[src/rtl/fetch_stage.sv]
// Instruction fetch stage with IF/ID pipeline register. Fetches over a req/ready
// handshake, absorbs hazard stalls through a one-entry hold buffer and applies redirects.
module fetch_stage #(
    parameter int                ADDR_W   = 32,
    parameter logic [ADDR_W-1:0] RESET_PC = '0
) (
    input  logic              clk,
    input  logic              rst_n,
    output logic              imem_req,
    output logic [ADDR_W-1:0] imem_addr,
    input  logic              imem_ready,
    input  logic [31:0]       imem_rdata,
    input  logic              stall,
    input  logic              branch_taken,
    input  logic [ADDR_W-1:0] branch_target,
    input  logic              jump,
    output logic              if_id_valid,
    output logic [31:0]       if_id_inst,
    output logic [ADDR_W-1:0] if_id_pc4,
    output logic [5:0]        id_opcode
);

    typedef enum logic [1:0] {
        ST_IDLE  = 2'd0,
        ST_FETCH = 2'd1,
        ST_DRAIN = 2'd2,
        ST_HOLD  = 2'd3
    } state_t;

    localparam logic [ADDR_W-1:0] PC_STEP  = ADDR_W'(4);
    localparam logic [ADDR_W-1:0] LOW_MASK = ~ADDR_W'(3);

    state_t            state_reg, state_next;
    logic [ADDR_W-1:0] pc_reg, pc_next;
    logic [ADDR_W-1:0] saved_tgt_reg, saved_tgt_next;
    logic [31:0]       hold_inst_reg, hold_inst_next;
    logic [ADDR_W-1:0] hold_pc4_reg, hold_pc4_next;
    logic              valid_reg, valid_next;
    logic [31:0]       inst_reg, inst_next;
    logic [ADDR_W-1:0] pc4_reg, pc4_next;

    logic              xfer;
    logic              redir;
    logic [ADDR_W-1:0] pc_plus4;
    logic [ADDR_W-1:0] branch_tgt;
    logic [ADDR_W-1:0] jump_tgt;
    logic [ADDR_W-1:0] redir_tgt;
    logic              deliver;
    logic [31:0]       deliver_inst;
    logic [ADDR_W-1:0] deliver_pc4;

    // Request and address come from registered state only, never from imem_ready.
    assign imem_req  = (state_reg == ST_FETCH) || (state_reg == ST_DRAIN);
    assign imem_addr = pc_reg;
    assign xfer      = imem_req & imem_ready;

    assign redir      = branch_taken | (jump & valid_reg & ~stall);
    assign pc_plus4   = pc_reg + PC_STEP;
    assign branch_tgt = branch_target & LOW_MASK;

    generate
        if (ADDR_W > 28) begin : g_jt_wide
            assign jump_tgt = {pc4_reg[ADDR_W-1:28], inst_reg[25:0], 2'b00};
        end else begin : g_jt_narrow
            assign jump_tgt = {inst_reg[25:0], 2'b00};
        end
    endgenerate

    assign redir_tgt = branch_taken ? branch_tgt : jump_tgt;

    always_comb begin
        state_next     = state_reg;
        pc_next        = pc_reg;
        saved_tgt_next = saved_tgt_reg;
        hold_inst_next = hold_inst_reg;
        hold_pc4_next  = hold_pc4_reg;
        deliver        = 1'b0;
        deliver_inst   = '0;
        deliver_pc4    = '0;
        case (state_reg)
            ST_IDLE: begin
                state_next = ST_FETCH;
                if (redir) begin
                    pc_next = redir_tgt;
                end
            end
            ST_FETCH: begin
                if (xfer) begin
                    if (redir) begin
                        pc_next = redir_tgt;
                    end else begin
                        pc_next = pc_plus4;
                        if (stall) begin
                            hold_inst_next = imem_rdata;
                            hold_pc4_next  = pc_plus4;
                            state_next     = ST_HOLD;
                        end else begin
                            deliver      = 1'b1;
                            deliver_inst = imem_rdata;
                            deliver_pc4  = pc_plus4;
                        end
                    end
                end else if (redir) begin
                    // Request must stay on the old address until memory answers.
                    saved_tgt_next = redir_tgt;
                    state_next     = ST_DRAIN;
                end
            end
            ST_DRAIN: begin
                if (xfer) begin
                    pc_next    = redir ? redir_tgt : saved_tgt_reg;
                    state_next = ST_FETCH;
                end else if (redir) begin
                    saved_tgt_next = redir_tgt;
                end
            end
            ST_HOLD: begin
                if (redir) begin
                    pc_next    = redir_tgt;
                    state_next = ST_FETCH;
                end else if (!stall) begin
                    deliver      = 1'b1;
                    deliver_inst = hold_inst_reg;
                    deliver_pc4  = hold_pc4_reg;
                    state_next   = ST_FETCH;
                end
            end
            default: begin
                state_next = ST_IDLE;
            end
        endcase
    end

    always_comb begin
        valid_next = valid_reg;
        inst_next  = inst_reg;
        pc4_next   = pc4_reg;
        if (redir) begin
            valid_next = 1'b0;
            inst_next  = '0;
        end else if (stall) begin
            valid_next = valid_reg;
        end else if (deliver) begin
            valid_next = 1'b1;
            inst_next  = deliver_inst;
            pc4_next   = deliver_pc4;
        end else begin
            valid_next = 1'b0;
            inst_next  = '0;
        end
    end

    always_ff @(posedge clk or negedge rst_n) begin
        if (!rst_n) begin
            state_reg     <= ST_IDLE;
            pc_reg        <= RESET_PC;
            saved_tgt_reg <= '0;
            hold_inst_reg <= '0;
            hold_pc4_reg  <= '0;
            valid_reg     <= 1'b0;
            inst_reg      <= '0;
            pc4_reg       <= '0;
        end else begin
            state_reg     <= state_next;
            pc_reg        <= pc_next;
            saved_tgt_reg <= saved_tgt_next;
            hold_inst_reg <= hold_inst_next;
            hold_pc4_reg  <= hold_pc4_next;
            valid_reg     <= valid_next;
            inst_reg      <= inst_next;
            pc4_reg       <= pc4_next;
        end
    end

    assign if_id_valid = valid_reg;
    assign if_id_inst  = inst_reg;
    assign if_id_pc4   = pc4_reg;

    genvar gi;
    generate
        for (gi = 0; gi < 6; gi++) begin : g_opcode
            assign id_opcode[gi] = inst_reg[26+gi];
        end
    endgenerate

endmodule
[config.mk]
export PLATFORM = sky130hd
export DESIGN_NAME = fetch_stage
export DESIGN_NICKNAME = d
export VERILOG_FILES = /design/src/rtl/fetch_stage.sv
export SDC_FILE = /design/constraint.sdc
export NUM_CORES = 1
export LEC_CHECK = 0
export CAP_MARGIN = 20
export CORE_ASPECT_RATIO = 0.8
export CORE_MARGIN = 8
export CORE_UTILIZATION = 40
export DETAILED_ROUTE_END_ITERATION = 8
export SYNTH_ARGS = -nofsm -noshare
export SYNTH_HDL_FRONTEND = slang
export SYNTH_SLANG_ARGS = --single-unit
[constraint.sdc]
create_clock -name clk -period 5.4 [get_ports clk]
set_input_delay 1.08 -clock clk [delete_from_list [all_inputs] [get_ports clk]]
set_output_delay 1.08 -clock clk [all_outputs]
set_load 0.02 [all_outputs]
======== After elaboration in Yosys (flattened, before gate mapping) ========
Cells that the tools add are included.
word-level totals
  word-level logic and storage cells ...... 65
  flip-flop bits (word level) ............. 195
operators by class
  muxes and demuxes ....................... 29
  add/sub/neg operators ................... 1
  eq/ne operators ......................... 11
  bitwise logic cells ..................... 7
  reduce and logical (&&, ||, !) cells .... 9
operators by type and width
  cell                                                                      number
  32-bit two-way mux                                                        11
  32-bit case mux with 2 select lines                                       2
  32-bit case mux with 3 select lines                                       1
  32-bit by 3-bit adder with 32-bit output (second input constant)          1
  2-bit two-way mux                                                         7
  3-bit inequality test (second input constant)                             4
  2-bit case mux with 4 select lines                                        1
  1-bit two-way mux                                                         6
  3-bit AND reduction                                                       2
  5-bit AND reduction                                                       1
  2-bit == test (second input constant)                                     2
  2-bit by 1-bit inequality test with 1-bit output (second input constant)  2
  2-bit inequality test (second input constant)                             2
  4-bit AND reduction                                                       1
  2-bit OR reduction                                                        2
  1-bit AND                                                                 3
  1-bit inverter                                                            3
  2-bit by 1-bit == test with 1-bit output (second input constant)          1
  2-bit zero test                                                           1
  1-bit case mux with 2 select lines                                        1
  2-bit AND reduction                                                       1
  1-bit logical OR                                                          1
  1-bit bitwise OR                                                          1

======== Depth between registers and ports, before layout ========
Gate-level depths: netlist (run 1).
  depth in word-level cells ............... 9
  mapped depth ............................ 10
  depth with buffers taken out ............ 7

======== Worst setup path after synthesis (run 1) ========
No wires, ideal clock.
  kind .................................... input to register
  start ................................... in branch_taken
  end ..................................... reg pc_reg[30] (netlist: imem_addr[30])
  path slack .............................. 2.784 ns
  library setup time ...................... 0.118 ns
  stages on the path ...................... 8
  arrival time ............................ 2.498 ns
  required time ........................... 5.282 ns
  cell sequence ........................... buf_2 > buf_2 > buf_2 > mux2i_1 > inv_1 > a221oi_1 > a21oi_1 > a21o_1
between the ends
  word-level cells in the longest chain between the ends .. 4
  elaborated cells between the ends (all ways) .. 10
  those cells by class .................... eq/ne: 1; mux: 7; bitwise: 1; reduce/logical: 1
ends and longest elaborated chain
  item                                                           line         RTL
  from (decl)                                                    14           input logic branch_taken,
  32-bit two-way mux / 1-bit bitwise OR (equally long branches)  69, 57
  32-bit two-way mux, on equally long branches                   83, 118, 89
  32-bit two-way mux, on equally long branches                   110, 88
  32-bit case mux with 3 select lines                            80           case (state_reg)
  to (signal assigned)                                           165          pc_reg <= pc_next;
  to (decl)                                                      34           logic [ADDR_W-1:0] pc_reg, pc_next;
Several ways; a longest one is shown, not always the timed one. The select of a mux whose other input is x is not followed.
A chain may end at the register's enable or synchronous reset.

======== Final worst setup path (run 1) ========
  start ................................... in imem_ready
  end ..................................... reg pc4_reg[30] (netlist: if_id_pc4[30])
between the ends
  word-level cells in the longest chain between the ends .. 4
  elaborated cells between the ends (all ways) .. 6
  those cells by class .................... mux: 4; bitwise: 1; reduce/logical: 1
ends and longest elaborated chain
  item                                  line  RTL
  from (decl)                           11    input logic imem_ready,
  1-bit AND (*)                         55    assign xfer = imem_req & imem_ready;
  1-bit two-way mux                     88    if (xfer) begin
  1-bit case mux with 2 select lines    80
  3-bit AND reduction (no source line)  n/a
  to (signal assigned)                  171   pc4_reg <= pc4_next;
  to (decl)                             40    logic [ADDR_W-1:0] pc4_reg, pc4_next;
Every way passes the cells marked *; elsewhere a longest branch is shown, timed or not.

==> impl_metrics.csv, run 1 <==
group,metric,value,unit
cts,clk_pin_slew,0.07,ns
layout,final_cell_mix,"195 x dfrtp_1, 169 x clkdlybuf4s50_1, 131 x nand2_1",
power_and_ir_drop,ir_drop,0.000247,V
layout,final_common_cell,"dfrtp_1",
place,dp_hpwl,20000,um
worst_setup_path,worstRegToRegCells,6,
cts,numCtsBuffers,17,
worst_setup_path,cp.arrival,3.81,ns
power_and_ir_drop,power_frac_comb,41.7,%
power_and_ir_drop,sw_frac_of_total,40.2,%
sta,rsz0062_at_grt,"false",
run,drv_cap,0,
worst_setup_path,critPathBufInv,2,
logic_synthesis,syn_area_per_cell,10.2,um^2
cts,cts-root-buf,"clkbuf_16",
sta,drv_slew,0,
route,vias,7934,
layout,area_delta_synth_final,24.3,%
place,placed_area,11700,um^2
floorplan,rows,51,
worst_setup_path,path_cells,"clkdlybuf4s50_1 > nand3b_4 > a2111o_2 > buf_4 > a221o_1",
global_routing,grt_max_degree,111,
logic_synthesis,synth_seq_cells,195,
route,wl,29600,um
route,dr.pass1.iters,5,
global_routing,grt_remaining_overflow,0,
layout,layout.nets,1166,
power_and_ir_drop,p_seq_share,37.8,%
min_path,min-delay-path-class,"reg2reg",
floorplan,die_w,192,um
power_and_ir_drop,p_switching,0.00262,W
cts,cts_resized,0,
floorplan,die_h,157,um
floorplan,coreArea,24300,um^2
route,post_drt_wl_per_cell,20.8,um
route,drtIter0Drc,609,
worst_setup_path,worst_path_largest_cell_delay,0.80,ns
logic_synthesis,ys_types,68,
route,ant_nets,0,
cts,cts.sinks,195,
worst_setup_path,end_kind,"flop",
power_and_ir_drop,leakage,5.16,nW
floorplan,initial_core_util,40.7,%
floorplan,die_area,30100,um^2
worst_setup_path,cp_slowest_cell,"clkdlybuf4s50_1",
route,drc,0,
worst_setup_path,critical_path_peak_fanout,47,
cts,post_cts_buffers,0,
logic_synthesis,synth_flop_cell,"dfrtp_1",
global_routing,track_usage,19.9,%
layout,post_route_cells_drive_above_1_share,12.9,%
sta,hold_violations,0,
min_path,whs_path_depth,2,
sta,fin_hold_ws,0.473,ns
worst_setup_path,critPathLaunchType,"input port",
worst_setup_path,crit_required,5.71,ns
cts,cts_tree,"built",
sta,fin_tns_setup,0,ns
cts,cts_hold_buf,0,
run_status,outcome,"finished clean",
sta,finClkSkew,0.0164,ns
layout,n_antenna_cell,0,
sta,fin_crit_sh,64.8,%
sta,worst_pin_slew,1.09,ns
logic_synthesis,ys_seq_area_share,49.3,%
logic_synthesis,async_reset_ff_share,100,%
place,portBuffers,171,
cts,clk_path_buf_depth,2,
sta,period_minus_slack,3.50,ns
sta,finalSetupViolCount,0,
floorplan,boundaryPins,174,
worst_setup_path,cpLargestDelayFamily,"buffers and inverters",
logic_synthesis,synth_edf_count,0,
place,place_congestion,0.820,
worst_setup_path,critical_path_class,"in2reg",
route,vias_per_cell,5.58,
power_and_ir_drop,power_density,531,nW/um^2
logic_synthesis,syn-num-nets,1047,
sta,maxSlewHeadroom,27.6,%
global_routing,grt_pass1_wl,46800,um
layout,design_area,12300,um^2
logic_synthesis,syn_inst,973,
logic_synthesis,yosysWarnings,0,
logic_synthesis,syn_area,9900,um^2
global_routing,grt_pass1_vias,7830,
cts,clkLatencyLatePin,0.44,ns
power_and_ir_drop,p_clk_share,20.5,%
global_routing,antenna_found_initial,2,
power_and_ir_drop,p_int,0.00391,W
sta,max_freq,0.286,GHz
worst_setup_path,critical_path_depth,5,
cts,htree_levels,4,
==> area by class of cell <==
cell class / count / area [um^2]
Fill cell: 2238 / 12000
Sequential cell: 195 / 4880
Multi-Input combinational cell: 680 / 4550
Timing Repair Buffer: 184 / 1820
Clock buffer: 19 / 443
Tap cell: 318 / 398
Clock inverter: 13 / 160
Inverter: 14 / 52.6
==> cell usage after synthesis (all sizes together), types with 11 or more instances <==
cell | n | area share, %
buf | 43 | 3.2
nor3 | 12 | 0.66
nand3 | 22 | 1.5
a22oi | 35 | 2.7
clkbuf | 41 | 1.6
nand2 | 131 | 5.0
xor2 | 15 | 1.3
and3 | 25 | 1.6
a21oi | 36 | 1.8
dfrtp | 195 | 49
mux2i | 19 | 1.9
o21ai | 122 | 6.2
inv | 14 | 0.53
mux2 | 69 | 7.8
nor2 | 32 | 1.2
a221oi | 19 | 1.7
xnor2 | 11 | 0.97
==> cell families after synthesis <==
group / after synthesis / share of synthesized area, %
AOI/OAI and AO/OA: 284 / 18.4
xor gates and xnor gates: 26 / 2.30
adders and majority gates: 4 / 0.505
buffers and inverters: 98 / 5.26
DFF: 195 / 49.3
muxes: 88 / 9.77
and+or+nand+nor: 278 / 14.5
==> final timing paths <==
check / start / endpoint / slack [ns]
setup / recovery: imem_ready / if_id_pc4[30] / 1.90
hold / removal: hold_pc4_reg[17] / hold_pc4_reg[17] / 0.47
setup reg to reg: state_reg[0] / if_id_pc4[30] / 2.36
hold reg to reg: hold_pc4_reg[17] / hold_pc4_reg[17] / 0.47
max in group asynchronous: rst_n / hold_inst_reg[5] / 3.60
min in group asynchronous: rst_n / if_id_pc4[24] / 0.76
==> routing by layer <==
layer / part of all wire (%) / up-vias / track usage, %
met3: 8.2 / 17 / 6.65
met5: 0.068 / - / 0
met4: 0.81 / 4 / 3.62
li1: - / 3770 / -
met1: 49 / 3903 / 29.4
met2: 42 / 240 / 28.0
==> tightest hold or removal path, cell delays in order (launching register included) <==
cell,delay [ns]
dfrtp_1,0.34
nand2_1,0.04
o21ai_0,0.06
==> power groups by stage <==
stage                     clock network, W  logic, W  registers [W]
final                              0.00134   0.00272        0.00247
after global routing               0.00143   0.00297        0.00256
after CTS                          0.00136   0.00274        0.00247
after detailed placement                 0   0.00274        0.00250
after global placement                   0   0.00271        0.00247
after floorplan                          0   0.00151        0.00264
==> stage by stage <==
| step | util [%] | power, W | instances | setup slack, ns |
|---|---|---|---|---|
| finish | 50.6 | 0.00653 | 1423 | 1.90 |
| global route | 50.6 | 0.00696 | 1423 | 1.78 |
| CTS | 50.6 | 0.00658 | 1423 | 1.90 |
| detailed placement | 48.1 | 0.00524 | 1391 | 1.44 |
| global placement | 48.1 | 0.00518 | 1391 | 1.47 |
| floorplan | - | 0.00415 | 973 | 2.78 |
Power figures use the tool's default switching activity.
==> run 2: changes to the inputs <==
PLACE_DENSITY = 0.66   (was not set)
clock period = 2.9 ns   (was 5.4 ns; I/O delays follow)
==> run 2 against run 1 <==
Final cell count increased by 2.1%. Clock skew fell by 0.0055 ns. Clock-buffer cell count fell by 2. Combinational power up 94%. Routed wire length is 0.57% lower. Sequential share of layout area down 1.1 points. Non-clock buffer count grew 30. Power is 92% higher. Highest routed layer unchanged.
==> impl_metrics.csv, run 2 (same netlist as run 1, synthesis figures left out) <==
group,metric,value,unit
floorplan,rows,51,
route,vias_per_cell,5.59,
sta,max_freq,0.365,GHz
global_routing,antenna_found_initial,1,
sta,worst_pin_slew,1.04,ns
layout,n_antenna_cell,0,
worst_setup_path,critPathLaunchType,"flop",
place,dp_hpwl,20900,um
worst_setup_path,r2r-end,"if_id_pc4[23]",
sta,finalSetupViolCount,0,
power_and_ir_drop,ir_drop,0.000440,V
route,drc,0,
sta,fin_crit_sh,94.5,%
route,post_drt_wl_per_cell,20.2,um
worst_setup_path,critical_path_peak_fanout,11,
floorplan,boundaryPins,174,
global_routing,grt_pass1_vias,8006,
global_routing,grt_remaining_overflow,0,
cts,cts_tree,"built",
layout,area_delta_synth_final,27.8,%
run,drv_cap,0,
power_and_ir_drop,power_density,991,nW/um^2
route,ant_nets,0,
place,place_congestion,0.846,
floorplan,coreArea,24300,um^2
cts,numCtsBuffers,17,
sta,rsz0062_at_grt,"false",
layout,layout.nets,1196,
sta,fin_tns_setup,0,ns
sta,timing.final.ws_setup,0.159,ns
layout,post_route_cells_drive_above_1_share,15.3,%
run_status,outcome,"finished clean",
cts,cts.sinks,195,
floorplan,initial_core_util,40.7,%
worst_setup_path,cp.arrival,2.16,ns
floorplan,die_h,157,um
route,drtIter0Drc,690,
route,dr.pass1.iters,7,
worst_setup_path,critical_path_class,"reg2out",
worst_setup_path,crit_required,2.32,ns
route,vias,8127,
cts,htree_levels,4,
layout,finish.utilization,52.1,%
min_path,min-delay-path-class,"in2async",
layout,final_common_cell,"dfrtp_1",
place,portBuffers,171,
floorplan,die_w,192,um
cts,clk_pin_slew,0.08,ns
cts,clk_path_buf_depth,2,
global_routing,track_usage,19.7,%
sta,maxSlewHeadroom,30.6,%
cts,clkLatencyLatePin,0.44,ns
sta,drv_slew,0,
worst_setup_path,worstRegToRegCells,6,
global_routing,grt_pass1_wl,46600,um
worst_setup_path,r2r-start,"state_reg[0]",
power_and_ir_drop,leakage,5.36,nW
layout,final_cell_mix,"195 x dfrtp_1, 169 x clkdlybuf4s50_1, 131 x nand2_1",
sta,hold_violations,0,
cts,post_cts_buffers,0,
place,place_ws,0.146,ns
floorplan,die_area,30100,um^2
cts,cts-root-buf,"clkbuf_16",
cts,cts_hold_buf,0,
worst_setup_path,end_kind,"output port",
sta,period_minus_slack,2.74,ns
sta,fin_hold_ws,0.0470,ns
global_routing,grt_max_degree,72,
worst_setup_path,rrSetupSlack,0.35,ns
sta,finClkSkew,0.0109,ns
route,wl,29400,um
cts,cts_resized,0,
==> run 2: changes by cell type in the layout (fill, tap and decap cells not counted), sizes merged <==
cell	delta
buf	+30
bufinv	+2
clkbuf	-2
clkinvlp	-1
inv	+1
==> run 2: power by group <==
part	internal (W)	switching [W]
Clock	0.00149	0.00117
Sequential	0.00374	0.000844
Combinational	0.00236	0.00293
Total	0.00760	0.00495
==> run 2: final cells by class <==
class	instances	area (um^2)
fill	2222	11700
sequential	195	4880
multi-input combinational	680	4540
timing repair buffer	214	2120
clock buffer	17	425
tap	318	398
clock inverter	15	239
inverter	14	52.6
==> run 2: per-stage QoR <==
| stage | std cells | total power, W | instance area, um^2 |
|---|---|---|---|
| final | 1453 | 0.0125 | 12700 |
| after global routing | 1453 | 0.0133 | 12700 |
| after CTS | 1453 | 0.0126 | 12700 |
| after detailed placement | 1421 | 0.00994 | 12000 |
| after global placement | 1421 | 0.00981 | 12000 |
| after floorplan | 973 | 0.00772 | 9900 |
==> run 2: critical path, stage by stage (launching register included) <==
cell,delay [ns]
dfrtp_1,0.38
inv_1,0.07
ha_1,0.44
inv_1,0.20
clkdlybuf4s50_1,0.63
==> run 2: per-layer routing <==
metal / global-route usage [%] / vias up / wire length, um
met1: 28.5 / 3981 / 14200
met4: 4.35 / 2 / 465
met2: 28.1 / 280 / 12400
met5: 0 / - / 10
li1: - / 3831 / -
met3: 6.27 / 33 / 2390
==> run 2: worst max path at each step <==
stage / start / endpoint / slack [ns] / depth (start not counted)
after global routing: state_reg[0] / imem_req / 0.06 / 4
after global placement: stall / imem_addr[29] / 0.17 / 6
final: state_reg[0] / imem_req / 0.16 / 4
after CTS: state_reg[0] / imem_req / 0.15 / 4
after floorplan: state_reg[0] / if_id_pc4[17] / 0.63 / 9
after detailed placement: stall / imem_addr[29] / 0.15 / 6
==> run 3: changes to the inputs <==
GPL_ROUTABILITY_DRIVEN = 0   (was not set)
==> results of run 3 <==
The final DEF is identical to that of run 2; final timing and power are the same.
